==> src/rtl/regfile_wb_arbiter.sv <==
// Purpose : write-back arbiter; merges ALU and mult/div results into one registered regfile write.
// Latency : ALU 1 cycle; mult/div >= 2 cycles via FIFO (1 cycle when WB_BYPASS_EN bypass applies).
// Backpr. : ALU always accepted (priority); md_ready = FIFO not full, FIFO drains only when ALU idle.
//
// Ports: clk/clr (sync active-high), alu_* result (no handshake), md_* valid/ready result,
//        wr_en/wr_addr/wr_data registered write, in_en one-hot decode, pend_cnt/busy FIFO status.
// Optional feature macro: WB_BYPASS_EN (direct mult/div write when FIFO empty and ALU idle).
module regfile_wb_arbiter #(
    parameter int DATA_W     = 32,
    parameter int ADDR_W     = 5,
    parameter int NREGS      = 32,
    parameter int FIFO_DEPTH = 4
) (
    input  logic                          clk,
    input  logic                          clr,
    input  logic                          alu_valid,
    input  logic [ADDR_W-1:0]             alu_addr,
    input  logic [DATA_W-1:0]             alu_data,
    input  logic                          md_valid,
    output logic                          md_ready,
    input  logic [ADDR_W-1:0]             md_addr,
    input  logic [DATA_W-1:0]             md_data,
    output logic                          wr_en,
    output logic [ADDR_W-1:0]             wr_addr,
    output logic [DATA_W-1:0]             wr_data,
    output logic [NREGS-1:0]              in_en,
    output logic [$clog2(FIFO_DEPTH):0]   pend_cnt,
    output logic                          busy
);
    localparam int PW = $clog2(FIFO_DEPTH);
    localparam int CW = PW + 1;

    logic [ADDR_W-1:0]     fa_q [FIFO_DEPTH];
    logic [ADDR_W-1:0]     fa_d [FIFO_DEPTH];
    logic [DATA_W-1:0]     fd_q [FIFO_DEPTH];
    logic [DATA_W-1:0]     fd_d [FIFO_DEPTH];
    logic [FIFO_DEPTH-1:0] live_q, live_d;
    logic [PW-1:0]         rd_ptr_q, rd_ptr_d, wr_ptr_q, wr_ptr_d;
    logic [CW-1:0]         cnt_q, cnt_d;
    logic                  wr_en_q, wr_en_d;
    logic [ADDR_W-1:0]     wr_addr_q, wr_addr_d;
    logic [DATA_W-1:0]     wr_data_q, wr_data_d;

    logic empty, full, bypass, push, pop;

    assign empty    = (cnt_q == '0);
    assign full     = (cnt_q == CW'(FIFO_DEPTH));
    assign md_ready = !full;

`ifdef WB_BYPASS_EN
    // Empty FIFO and idle ALU: the mult/div result goes straight to the write register.
    assign bypass = empty && !alu_valid && md_valid;
`else
    assign bypass = 1'b0;
`endif

    assign push = md_valid && !full && !bypass;
    // ALU owns the write port whenever it has a result, so the head waits.
    assign pop  = !alu_valid && !empty;

    // FIFO storage, squash and pointers
    always_comb begin
        fa_d     = fa_q;
        fd_d     = fd_q;
        live_d   = live_q;
        rd_ptr_d = rd_ptr_q;
        wr_ptr_d = wr_ptr_q;
        // An accepted ALU write is younger than anything buffered: older results to
        // the same register must not overwrite it later.
        for (int i = 0; i < FIFO_DEPTH; i++) begin
            if (alu_valid && (fa_q[i] == alu_addr)) begin
                live_d[i] = 1'b0;
            end
        end
        if (push) begin
            fa_d[wr_ptr_q]   = md_addr;
            fd_d[wr_ptr_q]   = md_data;
            live_d[wr_ptr_q] = !(alu_valid && (md_addr == alu_addr));
            wr_ptr_d         = wr_ptr_q + PW'(1);
        end
        if (pop) begin
            rd_ptr_d = rd_ptr_q + PW'(1);
        end
        cnt_d = cnt_q + {{PW{1'b0}}, push} - {{PW{1'b0}}, pop};
    end

    // Write-port selection: ALU > FIFO head > bypass
    always_comb begin
        wr_en_d   = 1'b0;
        wr_addr_d = wr_addr_q;
        wr_data_d = wr_data_q;
        if (alu_valid) begin
            wr_en_d   = (alu_addr != '0);
            wr_addr_d = alu_addr;
            wr_data_d = alu_data;
        end else if (!empty) begin
            // Dead or r0 entries still consume the slot but never strobe the regfile.
            wr_en_d   = live_q[rd_ptr_q] && (fa_q[rd_ptr_q] != '0);
            wr_addr_d = fa_q[rd_ptr_q];
            wr_data_d = fd_q[rd_ptr_q];
        end else if (bypass) begin
            wr_en_d   = (md_addr != '0);
            wr_addr_d = md_addr;
            wr_data_d = md_data;
        end
    end

    always_ff @(posedge clk) begin
        if (clr) begin
            for (int i = 0; i < FIFO_DEPTH; i++) begin
                fa_q[i] <= '0;
                fd_q[i] <= '0;
            end
            live_q    <= '0;
            rd_ptr_q  <= '0;
            wr_ptr_q  <= '0;
            cnt_q     <= '0;
            wr_en_q   <= 1'b0;
            wr_addr_q <= '0;
            wr_data_q <= '0;
        end else begin
            fa_q      <= fa_d;
            fd_q      <= fd_d;
            live_q    <= live_d;
            rd_ptr_q  <= rd_ptr_d;
            wr_ptr_q  <= wr_ptr_d;
            cnt_q     <= cnt_d;
            wr_en_q   <= wr_en_d;
            wr_addr_q <= wr_addr_d;
            wr_data_q <= wr_data_d;
        end
    end

    assign wr_en    = wr_en_q;
    assign wr_addr  = wr_addr_q;
    assign wr_data  = wr_data_q;
    assign in_en    = wr_en_q ? ({{(NREGS-1){1'b0}}, 1'b1} << wr_addr_q) : '0;
    assign pend_cnt = cnt_q;
    assign busy     = (cnt_q != '0);

endmodule

==> config.mk <==
export PLATFORM = sky130hd
export DESIGN_NAME = regfile_wb_arbiter
export DESIGN_NICKNAME = d
export VERILOG_FILES = /design/src/rtl/regfile_wb_arbiter.sv
export SDC_FILE = /design/constraint.sdc
export NUM_CORES = 1
export LEC_CHECK = 0
export CORE_UTILIZATION = 40
export CTS_BUF_LIST = sky130_fd_sc_hd__clkbuf_16
export DETAILED_ROUTE_END_ITERATION = 8
export GPL_ROUTABILITY_DRIVEN = 0
export PLACE_DENSITY = 0.66
export SLEW_MARGIN = 20
export SYNTH_ARGS = -nofsm -noshare
export SYNTH_HDL_FRONTEND = slang
export SYNTH_SLANG_ARGS = --single-unit
==> constraint.sdc <==
create_clock -name clk -period 6.1 [get_ports clk]
set_clock_uncertainty 0.2 [all_clocks]
set_input_delay 1.22 -clock clk [delete_from_list [all_inputs] [get_ports clk]]
set_output_delay 1.22 -clock clk [all_outputs]
set_load 0.01 [all_outputs]
# ---- Word-level counts from Yosys, hierarchy flattened
# Cells that the tools add are included.
dict set report classes {
  n_addsub 4
  order_cmp 6
  eq_ne 7
  n_shift 1
  muxes 29
  bitwise_logic 2
  reduce_logical 18
}
# cell count
set op_table {}
lappend op_table {{$mux W32} 6}
lappend op_table {{$bwmux W128} 1}
lappend op_table {{$bmux W32 S2} 1}
lappend op_table {{$demux W32 S2} 1}
lappend op_table {{$shl A1 B5 Y32 const A} 1}
lappend op_table {{$eq A5 B5 Y1} 5}
lappend op_table {{$mux W5} 5}
lappend op_table {{$bwmux W20} 1}
lappend op_table {{$bmux W5 S2} 1}
lappend op_table {{$demux W5 S2} 1}
lappend op_table {{$logic_and A1 B1 Y1} 10}
lappend op_table {{$reduce_bool A5 Y1} 2}
lappend op_table {{$mux W1} 8}
lappend op_table {{$ge A3 B3 Y1 const B} 2}
lappend op_table {{$lt A2 B3 Y1 const B} 2}
lappend op_table {{$not A2 Y3} 2}
lappend op_table {{$add A2 B1 Y2 const B} 2}
lappend op_table {{$bwmux W4} 1}
lappend op_table {{$logic_not A1 Y1} 4}
lappend op_table {{$mux W4} 1}
lappend op_table {{$add A3 B1 Y3} 1}
lappend op_table {{$eq A3 B3 Y1 const B} 1}
lappend op_table {{$logic_not A3 Y1} 1}
lappend op_table {{$lt A3 B1 Y1 const B} 1}
lappend op_table {{6 further kinds} 6}
dict set report word_totals {
  register_bits 197
  input_bits 78
  output_inout_bits 75
  elab_cells 82
}

# ---- Logic depth before layout (Yosys ltp)
# Gate-level depths: netlist of run 1.
dict set report depth {
  word_depth 8
  mapped_depth 9
  mapped_depth_nobuf 8
}

# ---- Worst setup path after synthesis of run 1
# OpenSTA, ideal clock, no wires.
dict set report synth_path {
  kind {input -> register}
  from {input alu_valid}
  to {register cnt_q[2] (netlist: pend_cnt[2])}
  t_arrival_ns 2.678
  setup_slack_ns 3.095
  stages 8
  path_buffers 1
  path_cell_list {clkbuf_1 nor2_1 xnor2_1 ha_1 fa_1 xnor2_1 xnor2_1 nor2_1}
}
dict set report synth_via {
  elab_chain_cells 3
}
# item line_no
set synth_rtl {}
lappend synth_rtl {{start: declaration} 16} ;# input logic alu_valid,
lappend synth_rtl {{$logic_not A1 Y1} 59} ;# assign pop = !alu_valid && !empty;
lappend synth_rtl {{$logic_and A1 B1 Y1} 59}
lappend synth_rtl {{$sub A3 B1 Y3} 84} ;# cnt_d = cnt_q + {{PW{1'b0}}, push} - {{PW{1'b0}}, pop};
lappend synth_rtl {{end signal: assignment} 127} ;# cnt_q <= cnt_d;
lappend synth_rtl {{end: declaration} 39} ;# logic [CW-1:0] cnt_q, cnt_d;
# Every way passes these cells.
# A chain may end at the register's enable or synchronous reset.

# ---- Worst setup path after layout of run 1
dict set report layout_path {
  from {register wr_addr_q[2] (netlist: wr_addr[2])}
  to {output in_en[4]}
}
dict set report layout_via {
  elab_chain_cells 2
}
# item line_no
set layout_rtl {}
lappend layout_rtl {{start: declaration} 41} ;# logic [ADDR_W-1:0] wr_addr_q, wr_addr_d;
lappend layout_rtl {{start signal: assignment} 129} ;# wr_addr_q <= wr_addr_d;
lappend layout_rtl {{$shl A1 B5 Y32} 137} ;# assign in_en = wr_en_q ? ({{(NREGS-1){1'b0}}, 1'b1} << wr_addr_q) : '0;
lappend layout_rtl {{$mux W32} 137}
lappend layout_rtl {{end: declaration} 26} ;# output logic [NREGS-1:0] in_en,
# Every way passes these cells.

==> qor.txt, run 1 <==
STATUS
----------------------------------------------------------------------------------------
Outcome                                                                        completed

GLOBAL ROUTING
----------------------------------------------------------------------------------------
Number of global-route vias before repair                                          7,214
Pin count of the biggest net entering global routing                                 130
Grt total ovfl                                                                         0
Total Routing Usage GR                                                             21.4%
Antenna violations before repair                                                       0
Global-route wire length before repair                                         37,500 µm

CTS
----------------------------------------------------------------------------------------
Root buffer selected by CTS                                                    clkbuf_16
Hold buffer count at cts                                                               0
Clock-pin slew on the worst setup and hold paths                                   70 ps
Number of H-tree levels                                                                4
CTS tree                                                                           built
Clock sink count                                                                     197
Maximum buffer depth of the clock tree                                                 2
Count of cells resized by post-cts repair                                              0
Number of post-CTS setup repair buffers                                                0
Number of buffers created by CTS                                                      17
Skew-Pair Late Insertion Delay                                                    430 ps

POWER
----------------------------------------------------------------------------------------
Peak supply drop                                                                0.194 mV
Standby leakage power                                                            3.71 nW
Power density normalized to cell area                                         339 nW/µm²

DIE
----------------------------------------------------------------------------------------
Die area                                                                      22,500 µm²
I/O pin cnt                                                                          153
Starting density of the core                                                       41.3%
Y dimension of the die                                                            150 µm
Std-Cell Core Area                                                            21,200 µm²
Die boundary width                                                                150 µm
Std-Cell Rows                                                                         53

YOSYS
----------------------------------------------------------------------------------------
Net Count, Synth                                                                   1,144
Sequential-to-total area share from yosys stat                                     45.0%
Post-synthesis cell type count                                                        30
Post-synthesis cell count                                                          1,060
Syn Std Cell Area                                                               8760 µm²
Flip-flop and latch count after synthesis                                            197
Post-synthesis area per instance                                                8.27 µm²
Yosys Warn Count                                                                       0

STA
----------------------------------------------------------------------------------------
Setup TNS                                                                           0 ps
Number of endpoints failing setup at the final stage                                   0
Tmin final                                                                       3560 ps
Worst-case headroom to the max-slew limit                                          33.6%
RSZ-0062 raised after global routing                                                  no
Highest clock rate                                                               281 MHz
Worst hold margin                                                                 253 ps
Count of final hold-check violations                                                   0
Period utilisation layout                                                          58.3%
Final number of max-transition violations                                              0
Tightest Pin Transition                                                           995 ps

SETUP PATH
----------------------------------------------------------------------------------------
Endpoint required time on the critical path                                      4680 ps
Crit-path max cell delay                                                          600 ps
Critical path peak fanout                                                             15
Category of cells accounting for the largest share of critical-path delay     flip-flops
Data arrival at the endpoint of the critical path                                2140 ps
Launching instance or port of the critical path                               wr_addr[2]
Beginning of the worst register-to-register path                             pend_cnt[1]
Kind of capture point of the worst setup path                                 output pin
CP bufs+invs                                                                           1
Crit path launch type                                                          flip-flop
Master of the slowest instance on the critical path                              dfxtp_1
Most used cell along the critical path                                          nand2b_1
Chain of cells forming the critical path                                    nand2b_1, nand2b_1, nor3_1, clkdlybuf4s50_1
Setup Crit Path Kind                                                        flip-flop to output pin

FINISH
----------------------------------------------------------------------------------------
Ratio of cells with drive above 1 in the final layout                              7.51%
Ant. Diodes                                                                            0
Post-layout nets                                                                   1,230
Layout area overhead                                                               24.6%
End-of-flow core utilization                                                       51.4%

ROUTING
----------------------------------------------------------------------------------------
DRT antenna net count                                                                  0
Final Routed Wirelength                                                        23,400 µm
Detailed Route Iter0 Violations                                                      498
Post-detailed-route DRC marker count                                                   0
Final routed wire length divided by cell count                                   16.3 µm
Via-to-Cell Ratio                                                                   5.25
Drt first pass iters                                                                   5
Total via count in the routed design                                               7,525

FLOW RUN
----------------------------------------------------------------------------------------
Max capacitance violation total                                                        0

PLACEMENT
----------------------------------------------------------------------------------------
Half-perimeter wire length after detailed placement                            14,100 µm
I/O Buffers                                                                          152

WORST HOLD PATH
----------------------------------------------------------------------------------------
Start point of the worst hold path                                              fd_q[44]
Classification of the worst-slack hold path                                 flip-flop to flip-flop

[area by class of cell]
| class | count | area, µm² |
|---|---|---|
| fillers | 2008 | 10300 |
| well taps | 275 | 344 |
| multi-input cells | 732 | 4270 |
| repair buffers | 157 | 1560 |
| clock buffers | 18 | 450 |
| flip-flops and latches | 197 | 3950 |
| clock inverters | 14 | 198 |
| inverters | 41 | 154 |
[cell usage in the layout (no fill, tap or decap), types with 18 or more instances in the layout]
cell type        synthesis  final
a21oi_1                191    191
a221oi_1                37     37
clkbuf_16                0     18
clkdlybuf4s50_1          0    150
dfxtp_1                197    195
inv_1                   41     41
mux4_2                  36     36
nand2_1                345    345
nor2_1                  31     31
xnor2_1                 31     31
[flip-flops by register name (all words and copies together) (netlist names)]
| name | count |
|---|---|
| fd_q | 128 |
| live_q | 4 |
| wr_addr | 5 |
| pend_cnt | 3 |
| wr_data | 32 |
| rd_ptr_q | 2 |
| fa_q | 20 |
| wr_ptr_q | 2 |
| wr_en | 1 |
[power by group]
part | switching (mW) | internal (mW)
sequential | 0.132 | 1.41
clock | 0.507 | 0.716
combinational | 0.530 | 0.398
total | 1.17 | 2.53
[synthesized netlist by cell type, drive strengths merged]
cell type	number	area (µm²)
nand2	345	1290
dfxtp	197	3940
a21oi	191	956
clkbuf	53	199
inv	41	154
mux4	38	863
a221oi	37	324
buf	37	228
nor2	31	116
xnor2	31	272
nor3	9	45.0
nand2b	7	43.8
nand3	7	35.0
nand4	7	43.8
ha	5	62.6
o211ai	5	42.5
o21ai	5	25.0
and3	4	25.0
nor2b	3	18.8
nand4b	2	17.5
fa	1	20.0
nand3b	1	7.51
nor3b	1	7.51
or3b	1	8.76
or4	1	7.51
[worst paths after layout]
path                      end  slack [ps]  depth (start not counted)
setup / recovery     in_en[4]        2540                          4
setup reg to reg  pend_cnt[2]        3090                          9
hold reg to reg      fd_q[44]         250                          2
hold / removal       fd_q[44]         250                          2
[metrics by stage]
| stage | cells | cell area [µm²] | power, mW | setup slack [ps] |
|---|---|---|---|---|
| after floorplan | 1060 | 8760 | 2.16 | 3090 |
| after detailed placement | 1402 | 10300 | 2.51 | 2500 |
| after global placement | 1402 | 10300 | 2.50 | 2550 |
| after global routing | 1434 | 10900 | 3.88 | 2340 |
| final | 1434 | 10900 | 3.70 | 2540 |
| after CTS | 1434 | 10900 | 3.73 | 2520 |
[metal layers]
| metal | share of wire, % | global-route usage (%) |
|---|---|---|
| met5 | 0 | 0 |
| met4 | 1.1 | 5.86 |
| met3 | 4.8 | 3.32 |
| met2 | 50 | 38.0 |
| met1 | 44 | 26.8 |
[cells by family (layout without fill, tap and decap cells)]
kind of cell	Yosys count	after routing	share of synthesized area (%)
simple gates	419	419	19.1
compound gates	238	238	15.4
flops	197	197	45.0
buf+inv	131	230	6.63
mux	38	38	9.85
xor+xnor	31	31	3.10
fa+ha+maj	6	6	0.943
[worst min-delay path, cell delays in order (launching register included)]
cell and delay, ps:
dfxtp_1 310, nand2_1 50, a21oi_1 50
Power figures use the tool's default switching activity.
==> run 2: changes to the inputs <==
- PLACE_DENSITY: 0.66 -> 0.69
- clock period: 6.1 -> 3.1 ns (I/O delays scaled with it)
==> qor.txt, run 2 (synthesized netlist as in run 1, its figures left out) <==
CTS
-------------------------------------------------------------------------------------
Clock-pin slew on the worst setup and hold paths                                60 ps   was 70 ps
CTS tree                                                                        built   unchanged
Number of post-CTS setup repair buffers                                             0   unchanged
Count of cells resized by post-cts repair                                           0   unchanged
Number of H-tree levels                                                             4   unchanged
Number of buffers created by CTS                                                   17   unchanged
Hold buffer count at cts                                                            0   unchanged
Clock sink count                                                                  197   unchanged
Root buffer selected by CTS                                                 clkbuf_16   unchanged
Skew-Pair Late Insertion Delay                                                 430 ps   about the same
Maximum buffer depth of the clock tree                                              2   unchanged

FLOW RUN
-------------------------------------------------------------------------------------
Max capacitance violation total                                                     0   unchanged

GLOBAL ROUTING
-------------------------------------------------------------------------------------
Grt total ovfl                                                                      0   unchanged
Pin count of the biggest net entering global routing                               82   was 130
Antenna violations before repair                                                    0   unchanged
Global-route wire length before repair                                      38,100 µm   was 37,500 µm
Total Routing Usage GR                                                          21.8%   was 21.4%
Number of global-route vias before repair                                       7,345   was 7,214

POWER
-------------------------------------------------------------------------------------
Peak supply drop                                                             0.489 mV   was 0.194 mV
Overall power consumption                                                     7.10 mW   was 3.70 mW
Power density normalized to cell area                                      643 nW/µm²   was 339 nW/µm²
Standby leakage power                                                         3.81 nW   was 3.71 nW

SETUP PATH
-------------------------------------------------------------------------------------
Endpoint required time on the critical path                                   2280 ps   was 4680 ps
Kind of capture point of the worst setup path                              output pin   unchanged
Crit path launch type                                                       flip-flop   unchanged
Critical path peak fanout                                                           6   was 15
Setup Crit Path Kind                                                     flip-flop to output pin   unchanged
Data arrival at the endpoint of the critical path                             2090 ps   was 2140 ps

FINISH
-------------------------------------------------------------------------------------
Post-layout nets                                                                1,255   was 1,230
Layout area overhead                                                            26.1%   was 24.6%
Register ranked first by flip-flop count                                         fd_q   unchanged
Number of filler instances in the final layout                                  2,011   was 2,008
Ratio of cells with drive above 1 in the final layout                           9.05%   was 7.51%
Seq. cell area                                                               3950 µm²   about the same
Area occupied by multi-input gates                                           4270 µm²   unchanged
Most frequent standard cell in the layout excluding fill and tap cells        nand2_1   unchanged
Final std cell area, no fill                                               11,000 µm²   was 10,900 µm²
Largest register FFs                                                              128   unchanged
Ant. Diodes                                                                         0   unchanged
Commonest non-fill, non-tap cells in the layout                          345 x nand2_1, 195 x dfxtp_1, 191 x a21oi_1, 150 x clkdlybuf4s50_1, 42 x inv_1   was 345 x nand2_1, 195 x dfxtp_1, 191 x a21oi_1, 150 x clkdlybuf4s50_1, 41 x inv_1

PLACEMENT
-------------------------------------------------------------------------------------
Placed instance area                                                       10,500 µm²   was 10,300 µm²
Half-perimeter wire length after detailed placement                         15,400 µm   was 14,100 µm
I/O Buffers                                                                       152   unchanged

ROUTING
-------------------------------------------------------------------------------------
Final Routed Wirelength                                                     23,500 µm   was 23,400 µm
Drt first pass iters                                                                5   unchanged
Final routed wire length divided by cell count                                16.1 µm   was 16.3 µm
Detailed Route Iter0 Violations                                                   660   was 498
Via-to-Cell Ratio                                                                5.29   was 5.25
Total via count in the routed design                                            7,702   was 7,525
Post-detailed-route DRC marker count                                                0   unchanged
DRT antenna net count                                                               0   unchanged

DIE
-------------------------------------------------------------------------------------
Std-Cell Core Area                                                         21,200 µm²   unchanged
Die area                                                                   22,500 µm²   unchanged
Die boundary width                                                             150 µm   unchanged
Starting density of the core                                                    41.3%   unchanged
I/O pin cnt                                                                       153   unchanged
Std-Cell Rows                                                                      53   unchanged
Y dimension of the die                                                         150 µm   unchanged

STA
-------------------------------------------------------------------------------------
Final number of max-transition violations                                           0   unchanged
Number of endpoints failing setup at the final stage                                0   unchanged
Highest clock rate                                                            343 MHz
Count of final hold-check violations                                                0   unchanged
RSZ-0062 raised after global routing                                               no   unchanged
Tightest Pin Transition                                                        801 ps   was 995 ps
Worst-case headroom to the max-slew limit                                       46.6%   was 33.6%
Setup TNS                                                                        0 ps   unchanged
Period utilisation layout                                                       94.0%
Tmin final                                                                    2910 ps

WORST HOLD PATH
-------------------------------------------------------------------------------------
Classification of the worst-slack hold path                              flip-flop to flip-flop   unchanged

STATUS
-------------------------------------------------------------------------------------
Outcome                                                                     completed   unchanged

## run 2: cell count changes in the layout (fill, tap and decap cells not counted)
cell        previous run  this run
clkinv_4               2         0
inv_1                 41        42
clkinv_2               1         4
dfxtp_2                1         2
clkinv_1               1         3
inv_6                  2         1
bufinv_16              4         2
inv_8                  1         0
buf_12                 0         4
clkbuf_16             18        17
dfxtp_4                1         0
clkinvlp_4             3         2
buf_4                  5        26
## run 2: cell type report
type / count / area share, %
tap: 275 / 3.11
multi-input combinational: 732 / 38.6
timing repair buffer: 182 / 16.2
clock buffer: 17 / 3.85
clock inverter: 13 / 1.08
inverter: 41 / 1.39
sequential: 197 / 35.7
## run 2: final timing paths
check                           slack [ps]           to  cells past startpoint        start
worst max-delay path                   190     in_en[9]                      4        wr_en
worst max register to register         520  pend_cnt[2]                      8  pend_cnt[2]
worst min register to register         250     fd_q[77]                      2     fd_q[77]
worst min-delay path                   250     fd_q[77]                      2     fd_q[77]
## run 2: metal layers
layer | global-route usage (%) | part of all wire, % | vias to the layer above
li1 | - | - | 3794
met1 | 28.9 | 46 | 3642
met2 | 35.4 | 46 | 240
met3 | 4.45 | 6.0 | 26
met4 | 7.07 | 1.5 | 0
met5 | 0 | 0 | -
## run 2: worst max-delay path: stages (launching register included)
cell             delay [ps]
dfxtp_1                 400
nor2b_1                 290
nand3_1                 190
nor3_1                  210
clkdlybuf4s50_1         570
## run 2: through the flow
step	hold slack, ps	cells	util, %	setup WS (ps)
2_1_floorplan	232	1060	-	612
3_3_place_gp	238	1427	49.5	454
3_5_place_dp	246	1427	49.5	418
4_1_cts	256	1457	52.1	175
5_1_grt	269	1457	52.1	34.5
6_report	252	1457	52.1	186
## run 2: report_power, final
| group | internal (mW) | leakage (nW) | switching [mW] |
|---|---|---|---|
| logic | 0.873 | 1.93 | 1.14 |
| registers | 2.78 | 1.61 | 0.190 |
| clock network | 1.16 | 0.272 | 0.946 |
==> run 3: changes to the inputs <==
- PLACE_DENSITY: 0.69 -> 0.66
- clock period: 3.1 -> 3.38 ns (I/O delays scaled with it)
==> qor.txt, run 3 (synthesized netlist as in run 1, its figures left out) <==
FINISH
-------------------------------------------------------------------------------------
Ratio of cells with drive above 1 in the final layout                           9.31%   was 9.05%
Commonest non-fill, non-tap cells in the layout                          345 x nand2_1, 195 x dfxtp_1, 191 x a21oi_1, 150 x clkdlybuf4s50_1, 40 x inv_1   was 345 x nand2_1, 195 x dfxtp_1, 191 x a21oi_1, 150 x clkdlybuf4s50_1, 42 x inv_1
Area occupied by multi-input gates                                           4270 µm²   unchanged
Largest register FFs                                                              128   unchanged
Final cell count without fillers                                                1,456   was 1,457
Final std cell area, no fill                                               11,000 µm²   about the same
Number of filler instances in the final layout                                  2,000   was 2,011
Layout area overhead                                                            26.1%   about the same
Register ranked first by flip-flop count                                         fd_q   unchanged
Ant. Diodes                                                                         0   unchanged
Most frequent standard cell in the layout excluding fill and tap cells        nand2_1   unchanged
Seq. cell area                                                               3950 µm²   about the same
Post-layout nets                                                                1,252   was 1,255

POWER
-------------------------------------------------------------------------------------
Peak supply drop                                                             0.477 mV   was 0.489 mV
Power density normalized to cell area                                      593 nW/µm²   was 643 nW/µm²
Standby leakage power                                                         3.79 nW   was 3.81 nW
Overall power consumption                                                     6.55 mW   was 7.10 mW

CTS
-------------------------------------------------------------------------------------
Count of cells resized by post-cts repair                                           0   unchanged
Number of H-tree levels                                                             4   unchanged
Skew-Pair Late Insertion Delay                                                 440 ps   was 430 ps
Clock-pin slew on the worst setup and hold paths                                70 ps   was 60 ps
Maximum buffer depth of the clock tree                                              2   unchanged
CTS tree                                                                        built   unchanged
Clock sink count                                                                  197   unchanged
Root buffer selected by CTS                                                 clkbuf_16   unchanged
Number of buffers created by CTS                                                   17   unchanged
Number of post-CTS setup repair buffers                                             0   unchanged
Hold buffer count at cts                                                            0   unchanged

DIE
-------------------------------------------------------------------------------------
Die boundary width                                                             150 µm   unchanged
Starting density of the core                                                    41.3%   unchanged
Std-Cell Rows                                                                      53   unchanged
Die area                                                                   22,500 µm²   unchanged
I/O pin cnt                                                                       153   unchanged
Y dimension of the die                                                         150 µm   unchanged
Std-Cell Core Area                                                         21,200 µm²   unchanged

SETUP PATH
-------------------------------------------------------------------------------------
Depth of the worst register-to-register path                                        8   unchanged
Critical path peak fanout                                                          16   was 6
Endpoint required time on the critical path                                   2500 ps   was 2280 ps
Reg-to-reg critical path endpoint                                         pend_cnt[2]   unchanged
Beginning of the worst register-to-register path                          pend_cnt[2]   unchanged
Minimum setup slack among reg-to-reg paths                                     750 ps   was 520 ps
Setup Crit Path Kind                                                     flip-flop to output pin   unchanged
Data arrival at the endpoint of the critical path                             2070 ps   was 2090 ps
Crit path launch type                                                       flip-flop   unchanged
Kind of capture point of the worst setup path                              output pin   unchanged

STA
-------------------------------------------------------------------------------------
Final number of max-transition violations                                           0   unchanged
Tmin final                                                                    2940 ps
Highest clock rate                                                            340 MHz
Tightest Pin Transition                                                        840 ps   was 801 ps
Number of endpoints failing setup at the final stage                                0   unchanged
Count of final hold-check violations                                                0   unchanged
Worst-case headroom to the max-slew limit                                       44.0%   was 46.6%
Setup TNS                                                                        0 ps   unchanged
Period utilisation layout                                                       87.1%
Worst hold margin                                                              252 ps   about the same
RSZ-0062 raised after global routing                                               no   unchanged

GLOBAL ROUTING
-------------------------------------------------------------------------------------
Total Routing Usage GR                                                          21.8%   about the same
Pin count of the biggest net entering global routing                               89   was 82
Global-route wire length before repair                                      37,700 µm   was 38,100 µm
Number of global-route vias before repair                                       7,281   was 7,345
Antenna violations before repair                                                    0   unchanged
Grt total ovfl                                                                      0   unchanged

ROUTING
-------------------------------------------------------------------------------------
Total via count in the routed design                                            7,750   was 7,702
Final routed wire length divided by cell count                                16.6 µm   was 16.1 µm
Detailed Route Iter0 Violations                                                   653   was 660
DRT antenna net count                                                               0   unchanged
Via-to-Cell Ratio                                                                5.32   was 5.29
Drt first pass iters                                                                7   was 5
Final Routed Wirelength                                                     24,100 µm   was 23,500 µm
Post-detailed-route DRC marker count                                                0   unchanged

WORST HOLD PATH
-------------------------------------------------------------------------------------
Worst min-delay path endpoint                                                fd_q[89]   was fd_q[77]
Classification of the worst-slack hold path                              flip-flop to flip-flop   unchanged
Start point of the worst hold path                                           fd_q[89]   was fd_q[77]
Cell count of the worst hold path                                                   2   unchanged

PLACEMENT
-------------------------------------------------------------------------------------
Placed cell count                                                               1,424   was 1,427
Half-perimeter wire length after detailed placement                         15,600 µm   was 15,400 µm
I/O Buffers                                                                       152   unchanged
Placed instance area                                                       10,500 µm²   about the same

STATUS
-------------------------------------------------------------------------------------
Outcome                                                                     completed   unchanged

FLOW RUN
-------------------------------------------------------------------------------------
Max capacitance violation total                                                     0   unchanged

[run 3: cell types whose count changed in the layout (fill, tap and decap cells not counted)]
cell	before	now
clkinv_2	4	3
buf_12	4	3
inv_6	1	2
inv_8	0	4
buf_4	26	24
bufinv_16	2	1
inv_1	42	40
dfxtp_2	2	1
clkinv_4	0	3
dfxtp_4	0	1
clkinv_1	3	1
[run 3: power breakdown]
| group | switching [mW] | internal, mW | total (mW) |
|---|---|---|---|
| combinational | 1.02 | 0.774 | 1.80 |
| clock | 0.961 | 1.04 | 2.00 |
| sequential | 0.205 | 2.55 | 2.76 |
| total | 2.19 | 4.36 | 6.55 |
[run 3: how the worst max path moves through the flow]
stage | start | endpoint | slack (ps) | cells past startpoint
final | wr_addr[1] | in_en[19] | 440 | 3
after global routing | wr_addr[1] | in_en[19] | 190 | 3
after CTS | wr_addr[1] | in_en[19] | 390 | 3
after detailed placement | md_valid | pend_cnt[2] | 560 | 8
after global placement | md_valid | pend_cnt[2] | 580 | 8
after floorplan | pend_cnt[2] | pend_cnt[2] | 890 | 9
[run 3: per-layer routing]
metal / vias up / part of all wire (%) / routed length, µm / GRT usage (%)
met3: 32 / 5.5 / 1340 / 4.30
met1: 3697 / 43 / 10400 / 26.9
li1: 3778 / - / - / -
met5: - / 0 / 0 / 0
met2: 243 / 50 / 12000 / 38.0
met4: 0 / 1.6 / 376 / 6.87
[run 3: layout make-up]
| cell class | count | share of cell area [%] |
|---|---|---|
| inverter | 41 | 1.39 |
| multi-input combinational | 732 | 38.6 |
| clock inverter | 15 | 1.35 |
| clock buffer | 17 | 3.85 |
| tap | 275 | 3.12 |
| sequential | 197 | 35.7 |
| timing repair buffer | 179 | 15.9 |
[run 3: stage by stage]
stage                     util [%]  setup slack [ps]
final                         52.1               437
after global routing          52.1               191
after detailed placement      49.3               562
after CTS                     52.1               392
after floorplan                  -               892
after global placement        49.3               578
[run 3: critical path, cell delays in order (launching register included)]
cell             delay, ps
dfxtp_1                630
nand4_1                260
nor3_1                 180
clkdlybuf4s50_1        560
